$ cat src/rtl/opb_reg_master.sv
// Single-outstanding OPB register initiator.
// Command channel in, one strobe per access, registered response out.
module opb_reg_master #(
    parameter int RD_LATENCY = 1,
    parameter int CNT_W      = 16
) (
    input  logic             OPB_CLK,
    input  logic             OPB_RST_N,
    input  logic             CMD_VALID,
    output logic             CMD_READY,
    input  logic             CMD_WR,
    input  logic [31:0]      CMD_ADDR,
    input  logic [31:0]      CMD_WDATA,
    output logic             RSP_VALID,
    input  logic             RSP_READY,
    output logic             RSP_WR,
    output logic [31:0]      RSP_RDATA,
    output logic [31:0]      OPB_ADDR,
    output logic [31:0]      SP_DI,
    output logic             SP_RE,
    output logic             SP_WE,
    input  logic [31:0]      SP_DO,
    output logic             BUSY,
    output logic [CNT_W-1:0] RD_CNT,
    output logic [CNT_W-1:0] WR_CNT
);

    localparam int LW = 3;

    typedef enum logic [1:0] {IDLE, STROBE, WAIT, RESP} state_e;

    state_e            state_q, state_d;
    logic [LW-1:0]     wait_q, wait_d;
    logic              wr_q, wr_d;
    logic              cmd_ready_q, cmd_ready_d;
    logic              busy_q, busy_d;
    logic              sp_re_q, sp_re_d;
    logic              sp_we_q, sp_we_d;
    logic [31:0]       opb_addr_q, opb_addr_d;
    logic [31:0]       sp_di_q, sp_di_d;
    logic              rsp_valid_q, rsp_valid_d;
    logic              rsp_wr_q, rsp_wr_d;
    logic [31:0]       rsp_rdata_q, rsp_rdata_d;
    logic [CNT_W-1:0]  rd_cnt_q, rd_cnt_d;
    logic [CNT_W-1:0]  wr_cnt_q, wr_cnt_d;
    logic              acc;
    logic              last_wait;

    assign acc       = (state_q == IDLE) & cmd_ready_q & CMD_VALID;
    assign last_wait = (state_q == WAIT) & (wait_q == LW'(1));

    always_ff @(posedge OPB_CLK or negedge OPB_RST_N) begin
        if (!OPB_RST_N) begin
            state_q     <= IDLE;
            wait_q      <= '0;
            wr_q        <= 1'b0;
            cmd_ready_q <= 1'b0;
            busy_q      <= 1'b0;
            sp_re_q     <= 1'b0;
            sp_we_q     <= 1'b0;
            opb_addr_q  <= '0;
            sp_di_q     <= '0;
            rsp_valid_q <= 1'b0;
            rsp_wr_q    <= 1'b0;
            rsp_rdata_q <= '0;
            rd_cnt_q    <= '0;
            wr_cnt_q    <= '0;
        end else begin
            state_q     <= state_d;
            wait_q      <= wait_d;
            wr_q        <= wr_d;
            cmd_ready_q <= cmd_ready_d;
            busy_q      <= busy_d;
            sp_re_q     <= sp_re_d;
            sp_we_q     <= sp_we_d;
            opb_addr_q  <= opb_addr_d;
            sp_di_q     <= sp_di_d;
            rsp_valid_q <= rsp_valid_d;
            rsp_wr_q    <= rsp_wr_d;
            rsp_rdata_q <= rsp_rdata_d;
            rd_cnt_q    <= rd_cnt_d;
            wr_cnt_q    <= wr_cnt_d;
        end
    end

    always_comb begin
        state_d = state_q;
        unique case (state_q)
            IDLE:    if (acc) state_d = STROBE;
            STROBE:  state_d = wr_q ? RESP : WAIT;
            WAIT:    if (last_wait) state_d = RESP;
            RESP:    if (rsp_valid_q & RSP_READY) state_d = IDLE;
            default: state_d = IDLE;
        endcase
    end

    // Output flops are loaded from the next state so they line up with it.
    always_comb begin
        cmd_ready_d = (state_d == IDLE);
        busy_d      = (state_d != IDLE);
        rsp_valid_d = (state_d == RESP);
        sp_re_d     = acc & ~CMD_WR;
        sp_we_d     = acc & CMD_WR;
        opb_addr_d  = opb_addr_q;
        sp_di_d     = sp_di_q;
        wr_d        = wr_q;
        wait_d      = wait_q;
        rsp_wr_d    = rsp_wr_q;
        rsp_rdata_d = rsp_rdata_q;
        rd_cnt_d    = rd_cnt_q;
        wr_cnt_d    = wr_cnt_q;
        if (acc) begin
            opb_addr_d = CMD_ADDR;
            sp_di_d    = CMD_WR ? CMD_WDATA : 32'h0;
            wr_d       = CMD_WR;
        end
        unique case (state_q)
            STROBE: begin
                wait_d = LW'(RD_LATENCY);
                if (wr_q) begin
                    rsp_wr_d    = 1'b1;
                    rsp_rdata_d = 32'h0;
                    wr_cnt_d    = wr_cnt_q + CNT_W'(1);
                end
            end
            WAIT: begin
                wait_d = wait_q - LW'(1);
                if (last_wait) begin
                    rsp_wr_d    = 1'b0;
                    rsp_rdata_d = SP_DO;
                    rd_cnt_d    = rd_cnt_q + CNT_W'(1);
                end
            end
            default: ;
        endcase
    end

    assign CMD_READY = cmd_ready_q;
    assign BUSY      = busy_q;
    assign SP_RE     = sp_re_q;
    assign SP_WE     = sp_we_q;
    assign OPB_ADDR  = opb_addr_q;
    assign SP_DI     = sp_di_q;
    assign RSP_VALID = rsp_valid_q;
    assign RSP_WR    = rsp_wr_q;
    assign RSP_RDATA = rsp_rdata_q;
    assign RD_CNT    = rd_cnt_q;
    assign WR_CNT    = wr_cnt_q;

endmodule

$ cat config.mk
export PLATFORM = sky130hd
export DESIGN_NAME = opb_reg_master
export DESIGN_NICKNAME = d
export VERILOG_FILES = /design/src/rtl/opb_reg_master.sv
export SDC_FILE = /design/constraint.sdc
export NUM_CORES = 1
export LEC_CHECK = 0
export ABC_AREA = 1
export CORE_MARGIN = 10
export CORE_UTILIZATION = 47
export DETAILED_ROUTE_END_ITERATION = 16
export PLACE_DENSITY = 0.85
export SYNTH_ARGS = -nofsm -noshare
export SYNTH_HDL_FRONTEND = slang
export SYNTH_SLANG_ARGS = --single-unit
$ cat constraint.sdc
create_clock -name OPB_CLK -period 3.1 [get_ports OPB_CLK]
set_clock_uncertainty 0.05 [all_clocks]
set_input_delay 0.62 -clock OPB_CLK [delete_from_list [all_inputs] [get_ports OPB_CLK]]
set_output_delay 0.62 -clock OPB_CLK [all_outputs]
set_load 0.05 [all_outputs]
After elaboration in Yosys (flattened, before gate mapping)
Cells that the tools add are included.
W data, S select, Z words.
{"block": "totals", "register_bits": 140, "latchBits": 0, "mem_bits_rw": 0, "mem_bits_ro": 0, "input_bits": 101, "output_inout_bits": 134, "word_cells": 51, "memories": 0}
{"block": "op_classes", "addsub": 3, "multipliers": 0, "div": 0, "magnitude_cmp": 0, "n_eq_ne": 7, "shifts": 0, "n_mux": 13, "bitwise_logic": 7, "n_reduce_logical": 7}
{"op": "$mux W32", "count": 3}
{"op": "$pmux W32 S2", "count": 1}
{"op": "$add A16 B1 Y16 const B", "count": 2}
{"op": "$pmux W2 S4", "count": 1}
{"op": "$and A1 B1 Y1", "count": 6}
{"op": "$eq A2 B2 Y1 const B", "count": 3}
{"op": "$mux W2", "count": 3}
{"op": "$pmux W3 S2", "count": 1}
{"op": "$logic_not A2 Y1", "count": 2}
{"op": "$ne A2 B2 Y1 const B", "count": 2}
{"op": "$reduce_and A2 Y1", "count": 2}
{"op": "$reduce_bool A2 Y1", "count": 2}
{"op": "$eq A3 B1 Y1 const B", "count": 1}
{"op": "$mux W1", "count": 3}
{"op": "$reduce_and A3 Y1", "count": 1}
{"op": "$sub A3 B1 Y3 const B", "count": 1}
{"op": "$eq A2 B1 Y1 const B", "count": 1}
{"op": "$pmux W1 S2", "count": 1}
{"op": "$not A1 Y1", "count": 1}

Longest topological paths before layout
Gate-level depths: netlist of run 1.
{"block": "logic_depth", "word_depth": 6, "mapped_depth": 10, "ltp_nobuf": 9}

Least setup slack after synthesis of run 1
OpenSTA, ideal clock, no wires.
{"block": "synth_path", "kind": "register to register", "startpoint": "register wr_cnt_q[1], in the netlist WR_CNT[1]", "endpoint": "register wr_cnt_q[12], in the netlist WR_CNT[12]", "setup_time_ns": 0.113, "arrival_time_ns": 1.545, "required_time_ns": 2.937, "slack_ns": 1.392, "path_stages_with_launch": 9, "n_path_buf": 0, "period_less_slack_ns": 1.708, "cell_sequence": "dfrtp_1 > ha_1 > nand3_1 > nor2_2 > nand2_1 > nor2_1 > nand2_1 > nand2_1 > inv_1"}
{"block": "synth_between", "elab_chain_len": 1}
{"element": "start, declared", "line": "45", "source": "logic [CNT_W-1:0] wr_cnt_q, wr_cnt_d;"}
{"element": "start signal, assigned", "line": "82", "source": "wr_cnt_q <= wr_cnt_d;"}
{"element": "$add A16 B1 Y16", "line": "123", "source": "wr_cnt_d = wr_cnt_q + CNT_W'(1);"}
Every way passes these cells.
A chain may end at the register's enable or synchronous reset.

Final worst setup path of run 1
{"block": "layout_path", "startpoint": "register wr_cnt_q[2], in the netlist WR_CNT[2]", "endpoint": "output WR_CNT[2]"}
{"element": "end, declared", "line": "25", "source": "output logic [CNT_W-1:0] WR_CNT"}
No word-level cell between the ends.

==> flow_summary.ini, run 1 <==
[pwr]
ir_worst_vdd_uv = 925
power_mw = 10.5
power.density_nw_per_um2 = 1150
power.leakage_nw = 4.11

[layout]
layout_commonest_cell = clkdlybuf4s50_1
final_cell_mix = clkdlybuf4s50_1 (233), nand2_1 (160), dfrtp_1 (140)
diodes = 0
nNetsFinal = 942
fill_cells = 911
drive_above_1_share = 0.122
post-route-cell-area_um2 = 9110
area_delta_synth_final_pct = 49.9

[clock_tree]
numClockSinks = 140
cts_max_path_buffers = 2
ctsHtreeMaxLevel = 4
holdBufCountCts = 0
cts_tree = built
cts_resized = 0
cts_setup_buffers = 0
cts-root-buf = clkbuf_16
worstSkewPairLatency_ps = 410
numCtsBuffers = 17
clkTransAtPathRegs_ps = 50

[critical_path]
startpoint_type = register
arrival_ps = 1770
cp-startpoint = WR_CNT[2]
path_max_fanout = 6
rrSetupSlack_ps = 1150
cp_slowest_stage_delay_ps = 890
critPathCaptureType = output port
cp_cell_sequence = clkdlybuf4s50_1
crit_buf_inv = 1
slowest_stage = clkdlybuf4s50_1
crit_family = buffers and inverters
r2r-start = state_q[0]
critPathKind = register to output port
critical_path_required_ps = 2430

[synth]
yosysWarningCount = 0
ys_ff_latch = 140
synth_area_um2 = 6080
synth_cell_types = 31
ys_seq_area_frac = 0.576
synthCells = 598
syn_nets = 708
postSynthAreaPerCell_um2 = 10.2

[sta]
period_minus_slack_ps = 2440
finalSetupTns_ps = 0
slew-limit-headroom = 0.496
slew_viol_final = 0
max_freq_ghz = 0.410
min_period_over_period = 0.786
hold_violations = 0
setup_viol = 0
worst_slew_pin_slew_ps = 757
rsz0062_at_grt = no

[floorplan]
die_w_um = 134
start_util = 0.482
core_area_um2 = 12600
die_area_um2 = 17900
num_io_pins = 235
num_rows = 41
die-height_um = 134

[global_routing]
grt_pass1_vias = 5300
grt_use_total = 0.198
grt_pass1_wl_um = 28300
grt_overflow_total = 0
grt_max_degree = 82
antenna_found_initial = 0

[routing]
vias_per_cell = 4.86
wl_per_cell_um = 17.3
routed_wl_um = 17600
postRouteAntennaNets = 0
drc = 0
first_iter_violations = 211
firstDrtPassIters = 5
vias = 4942

[placed_design]
place_congestion = 0.816
dp_hpwl_um = 13300
port_buffers = 234
placed_area_um2 = 8540

[job]
cap_violations = 0

[outcome]
outcome = complete, no violations

[hold_path]
hp-class = input pin to async pin
cell type report:
| cell class | count | area [um^2] | area share |
|---|---|---|---|
| inverters | 74 | 278 | 0.0305 |
| repair buffers | 239 | 2410 | 0.264 |
| flip-flops and latches | 140 | 3500 | 0.384 |
| clock buffers | 26 | 519 | 0.0570 |
| multi-input cells | 360 | 2130 | 0.234 |
| clock inverters | 5 | 56.3 | 0.00618 |
| well taps | 172 | 215 | 0.0236 |
cell usage after synthesis:
| cell type | instances | area (um^2) |
|---|---|---|
| nand2_1 | 160 | 601 |
| dfrtp_1 | 140 | 3500 |
| inv_1 | 68 | 255 |
| a22o_1 | 32 | 280 |
| nand3_2 | 28 | 280 |
| o21ai_2 | 27 | 236 |
| nor2_1 | 25 | 93.8 |
| nand3_1 | 20 | 100 |
| xor2_1 | 12 | 105 |
| buf_2 | 9 | 45.0 |
| ha_1 | 9 | 113 |
| xnor2_1 | 8 | 70.1 |
| o21ai_0 | 7 | 35.0 |
| o21ai_1 | 7 | 35.0 |
| inv_2 | 6 | 22.5 |
| buf_6 | 5 | 56.3 |
| clkbuf_1 | 5 | 18.8 |
| nand4_1 | 5 | 31.3 |
| nor3_1 | 5 | 25.0 |
| a21oi_1 | 3 | 15.0 |
| buf_4 | 3 | 22.5 |
| buf_8 | 2 | 30.0 |
| nand3b_1 | 2 | 15.0 |
| nor2_2 | 2 | 12.5 |
| nor3_2 | 2 | 20.0 |
| a21oi_2 | 1 | 8.76 |
| nand3_4 | 1 | 17.5 |
| nor2_4 | 1 | 11.3 |
| o21bai_1 | 1 | 7.51 |
| o22ai_1 | 1 | 6.26 |
| or2_1 | 1 | 6.26 |
state kept, by name, indices dropped and copies added, names as in the netlist, 2 cells and up:
signal and cells:
OPB_ADDR 32, RD_CNT 16, RSP_RDATA 32, SP_DI 32, WR_CNT 16, state_q 2, wait_q 3
metal layers:
layer / track usage / vias up / part of all wire
met1: 0.215 / 2358 / 0.39
li1: - / 2370 / -
met2: 0.318 / 195 / 0.48
met4: 0.0611 / 0 / 0.014
met3: 0.118 / 19 / 0.12
met5: 0 / - / 0
per-stage QoR:
step / utilization / setup WS, ps / hold WS, ps / std cells
after floorplan: - / 1390 / 274 / 598
after global placement: 0.676 / 958 / 411 / 985
after detailed placement: 0.676 / 895 / 416 / 985
after CTS: 0.722 / 660 / 224 / 1016
after global routing: 0.722 / 609 / 241 / 1016
final: 0.722 / 663 / 186 / 1016
power breakdown:
part | total [mW] | switching (mW) | internal, mW
clock | 1.94 | 0.715 | 1.23
combinational | 5.60 | 3.80 | 1.80
sequential | 2.93 | 0.432 | 2.50
path summary, 6_finish.rpt:
path | end | cells after the start
min in group OPB_CLK | OPB_ADDR[19] | 2
max in group asynchronous | RD_CNT[9] | 2
hold / removal | RSP_RDATA[25] | 1
setup reg to reg | RSP_RDATA[1] | 7
setup / recovery | WR_CNT[2] | 1
hold reg to reg | OPB_ADDR[19] | 2
cell families (layout without fill, tap and decap cells):
| family | Yosys count | after routing | share of synthesized area |
|---|---|---|---|
| fa+ha+maj | 9 | 9 | 0.0185 |
| buf+inv | 98 | 344 | 0.0741 |
| compound gates | 79 | 79 | 0.103 |
| simple gates | 252 | 252 | 0.200 |
| flops | 140 | 140 | 0.576 |
| xor+xnor | 20 | 20 | 0.0288 |
Power figures use the tool's default switching activity.
==> inputs of run 2 (changes only) <==
--- a/config.mk
+++ b/config.mk
@@ -7,9 +7,9 @@
 export LEC_CHECK = 0
 export ABC_AREA = 1
 export CORE_MARGIN = 10
-export CORE_UTILIZATION = 47
+export CORE_UTILIZATION = 40
 export DETAILED_ROUTE_END_ITERATION = 16
-export PLACE_DENSITY = 0.85
+export PLACE_DENSITY = 0.77
 export SYNTH_ARGS = -nofsm -noshare
 export SYNTH_HDL_FRONTEND = slang
 export SYNTH_SLANG_ARGS = --single-unit
==> constraint.sdc (replaced) <==
create_clock -name OPB_CLK -period 2.2 [get_ports OPB_CLK]
set_clock_uncertainty 0.05 [all_clocks]
set_input_delay 0.44 -clock OPB_CLK [delete_from_list [all_inputs] [get_ports OPB_CLK]]
set_output_delay 0.44 -clock OPB_CLK [all_outputs]
set_load 0.05 [all_outputs]
==> run 2 against run 1 <==
Effect of this change:
- combinational power rose by 42%
- sequential power rose by 40%
- critical endpoint is now WR_CNT[7]
- final area rose by 2.5%
- cell count rose by 2.7%
- first-iteration DRC count rose by 18%
- critical path depth did not move
- via count fell by 3.0%
- core utilization fell by 10 points
- largest power group unchanged
==> flow_summary.ini, run 2 (synthesis results as in run 1) <==
[routing]
routed_wl_um = 16700
vias_per_cell = 4.60
postRouteAntennaNets = 0
vias = 4796
wl_per_cell_um = 16.0
first_iter_violations = 249
firstDrtPassIters = 6
drc = 0

[critical_path]
critical_path_required_ps = 1710
crit_buf_inv = 1
slowest_stage = clkdlybuf4s50_1
rrSetupSlack_ps = 280
reg2reg_depth = 7
critPathKind = register to output port
cp_cell_sequence = clkdlybuf4s50_1
arrival_ps = 1660
cp_slowest_stage_delay_ps = 840
reg2reg_to = RSP_RDATA[0]
startpoint_type = register
critPathCaptureType = output port
crit_family = buffers and inverters
path_max_fanout = 4
r2r-start = state_q[0]

[pwr]
power.density_nw_per_um2 = 1630
intPower_mw = 8.28
power_mw = 15.3
p_sw_mw = 6.99
power_frac_seq = 0.269
clkPwrFrac = 0.212
sw_frac_of_total = 0.458
power.leakage_nw = 4.39
combinationalPowerShare = 0.519
ir_worst_vdd_uv = 1080

[floorplan]
num_rows = 45
die_w_um = 143
start_util = 0.404
die_area_um2 = 20500
core_area_um2 = 15000
die-height_um = 143
num_io_pins = 235

[clock_tree]
cts-root-buf = clkbuf_16
numCtsBuffers = 17
cts_max_path_buffers = 2
worstSkewPairLatency_ps = 410
clkTransAtPathRegs_ps = 60
numClockSinks = 140
ctsHtreeMaxLevel = 4
cts_tree = built

[layout]
drive_above_1_share = 0.138
fill_cells = 1254
regArea_um2 = 3500
nNetsFinal = 952
diodes = 0
layout_commonest_cell = clkdlybuf4s50_1
area_delta_synth_final_pct = 53.7
multi_input_area_um2 = 2130
final_cell_mix = clkdlybuf4s50_1 (218), nand2_1 (160), dfrtp_1 (140)

[sta]
hold_violations = 0
rsz0062_at_grt = no
slew-limit-headroom = 0.615
slew_viol_final = 0
holdWs_ps = 431
finalSetupTns_ps = 0
period_minus_slack_ps = 2150
setup_viol = 0
max_freq_ghz = 0.466
min_period_over_period = 0.976
worst_slew_pin_slew_ps = 575

[hold_path]
hold-path-endpoint = OPB_ADDR[21]
hp-class = register to register
hp-start = OPB_ADDR[21]
whs_path_depth = 2

[job]
cap_violations = 0

[global_routing]
grt_max_degree = 54
grt_use_total = 0.166
grt_pass1_wl_um = 27100
grt_pass1_vias = 5160
antenna_found_initial = 0
grt_overflow_total = 0

[placed_design]
port_buffers = 234
place_congestion = 0.775
dp_hpwl_um = 12600

[outcome]
outcome = complete, no violations
[run 2: changes by cell type in the layout (fill, tap and decap cells not counted), moves of 2 or more]
cell / before / now
buf_12: 2 / 4
buf_4: 3 / 13
bufinv_16: 1 / 6
clkbuf_1: 3 / 1
clkbuf_8: 6 / 0
clkdlybuf4s50_1: 233 / 218
dlygate4sd2_1: 0 / 2
dlymetal6s2s_1: 0 / 10
inv_6: 0 / 2
[run 2: power groups by stage]
stage / registers [mW] / clock network (mW) / logic [mW]
2_1_floorplan: 7.13 / 0 / 2.40
3_3_place_gp: 4.11 / 0 / 7.96
3_5_place_dp: 4.12 / 0 / 8.04
4_1_cts: 4.12 / 3.31 / 8.04
5_1_grt: 4.24 / 3.44 / 8.45
6_report: 4.11 / 3.23 / 7.93
[run 2: worst reg2reg max path, cell delays in order (launching register included)]
cell,delay [ps]
dfrtp_1,410
inv_1,100
ha_1,390
inv_2,80
nor3_4,290
buf_12,300
nand3_1,120
o21ai_1,100
[run 2: cell type report]
cell class              instances  share of cell area
multi-input cells             360               0.228
flip-flops and latches        140               0.375
repair buffers                249               0.270
inverters                      74              0.0297
clock buffers                  18              0.0459
clock inverters                14              0.0257
well taps                     188              0.0252
[run 2: per-layer routing]
layer / up-vias / global-route usage / wire (um)
li1: 2393 / - / -
met1: 2207 / 0.195 / 6870
met2: 180 / 0.259 / 7680
met3: 16 / 0.0857 / 1890
met4: 0 / 0.0537 / 214
met5: - / 0 / 0
[run 2: repair_timing]
| item | 4_1_cts | 5_1_grt |
|---|---|---|
| cloned | 0 | 0 |
| hold buffers | 1 | 0 |
| setup buffers | 0 | 0 |
| endpoints found under the hold margin | 48 | 0 |
| setup endpoints to repair | 2 | 10 |
| resized for setup | 2 | 10 |
[run 2: per-stage QoR]
step / area, um^2 / std cells / setup WS, ps / util
4_1_cts: 9320 / 1043 / 5.14 / 0.620
2_1_floorplan: 6080 / 598 / 492 / -
6_report: 9340 / 1043 / 52.3 / 0.622
3_5_place_dp: 8640 / 1010 / 290 / 0.575
3_3_place_gp: 8640 / 1010 / 331 / 0.575
5_1_grt: 9340 / 1043 / 0.909 / 0.622
[run 2: worst max path at each step]
stage,start,end,slack [ps],cells after the start
2_1_floorplan,WR_CNT[1],WR_CNT[12],490,8
3_3_place_gp,CMD_VALID,SP_DI[28],330,4
3_5_place_dp,CMD_VALID,SP_DI[6],290,4
4_1_cts,RD_CNT[0],RD_CNT[0],5,1
5_1_grt,WR_CNT[7],WR_CNT[7],0.9,1
6_report,WR_CNT[7],WR_CNT[7],50,1
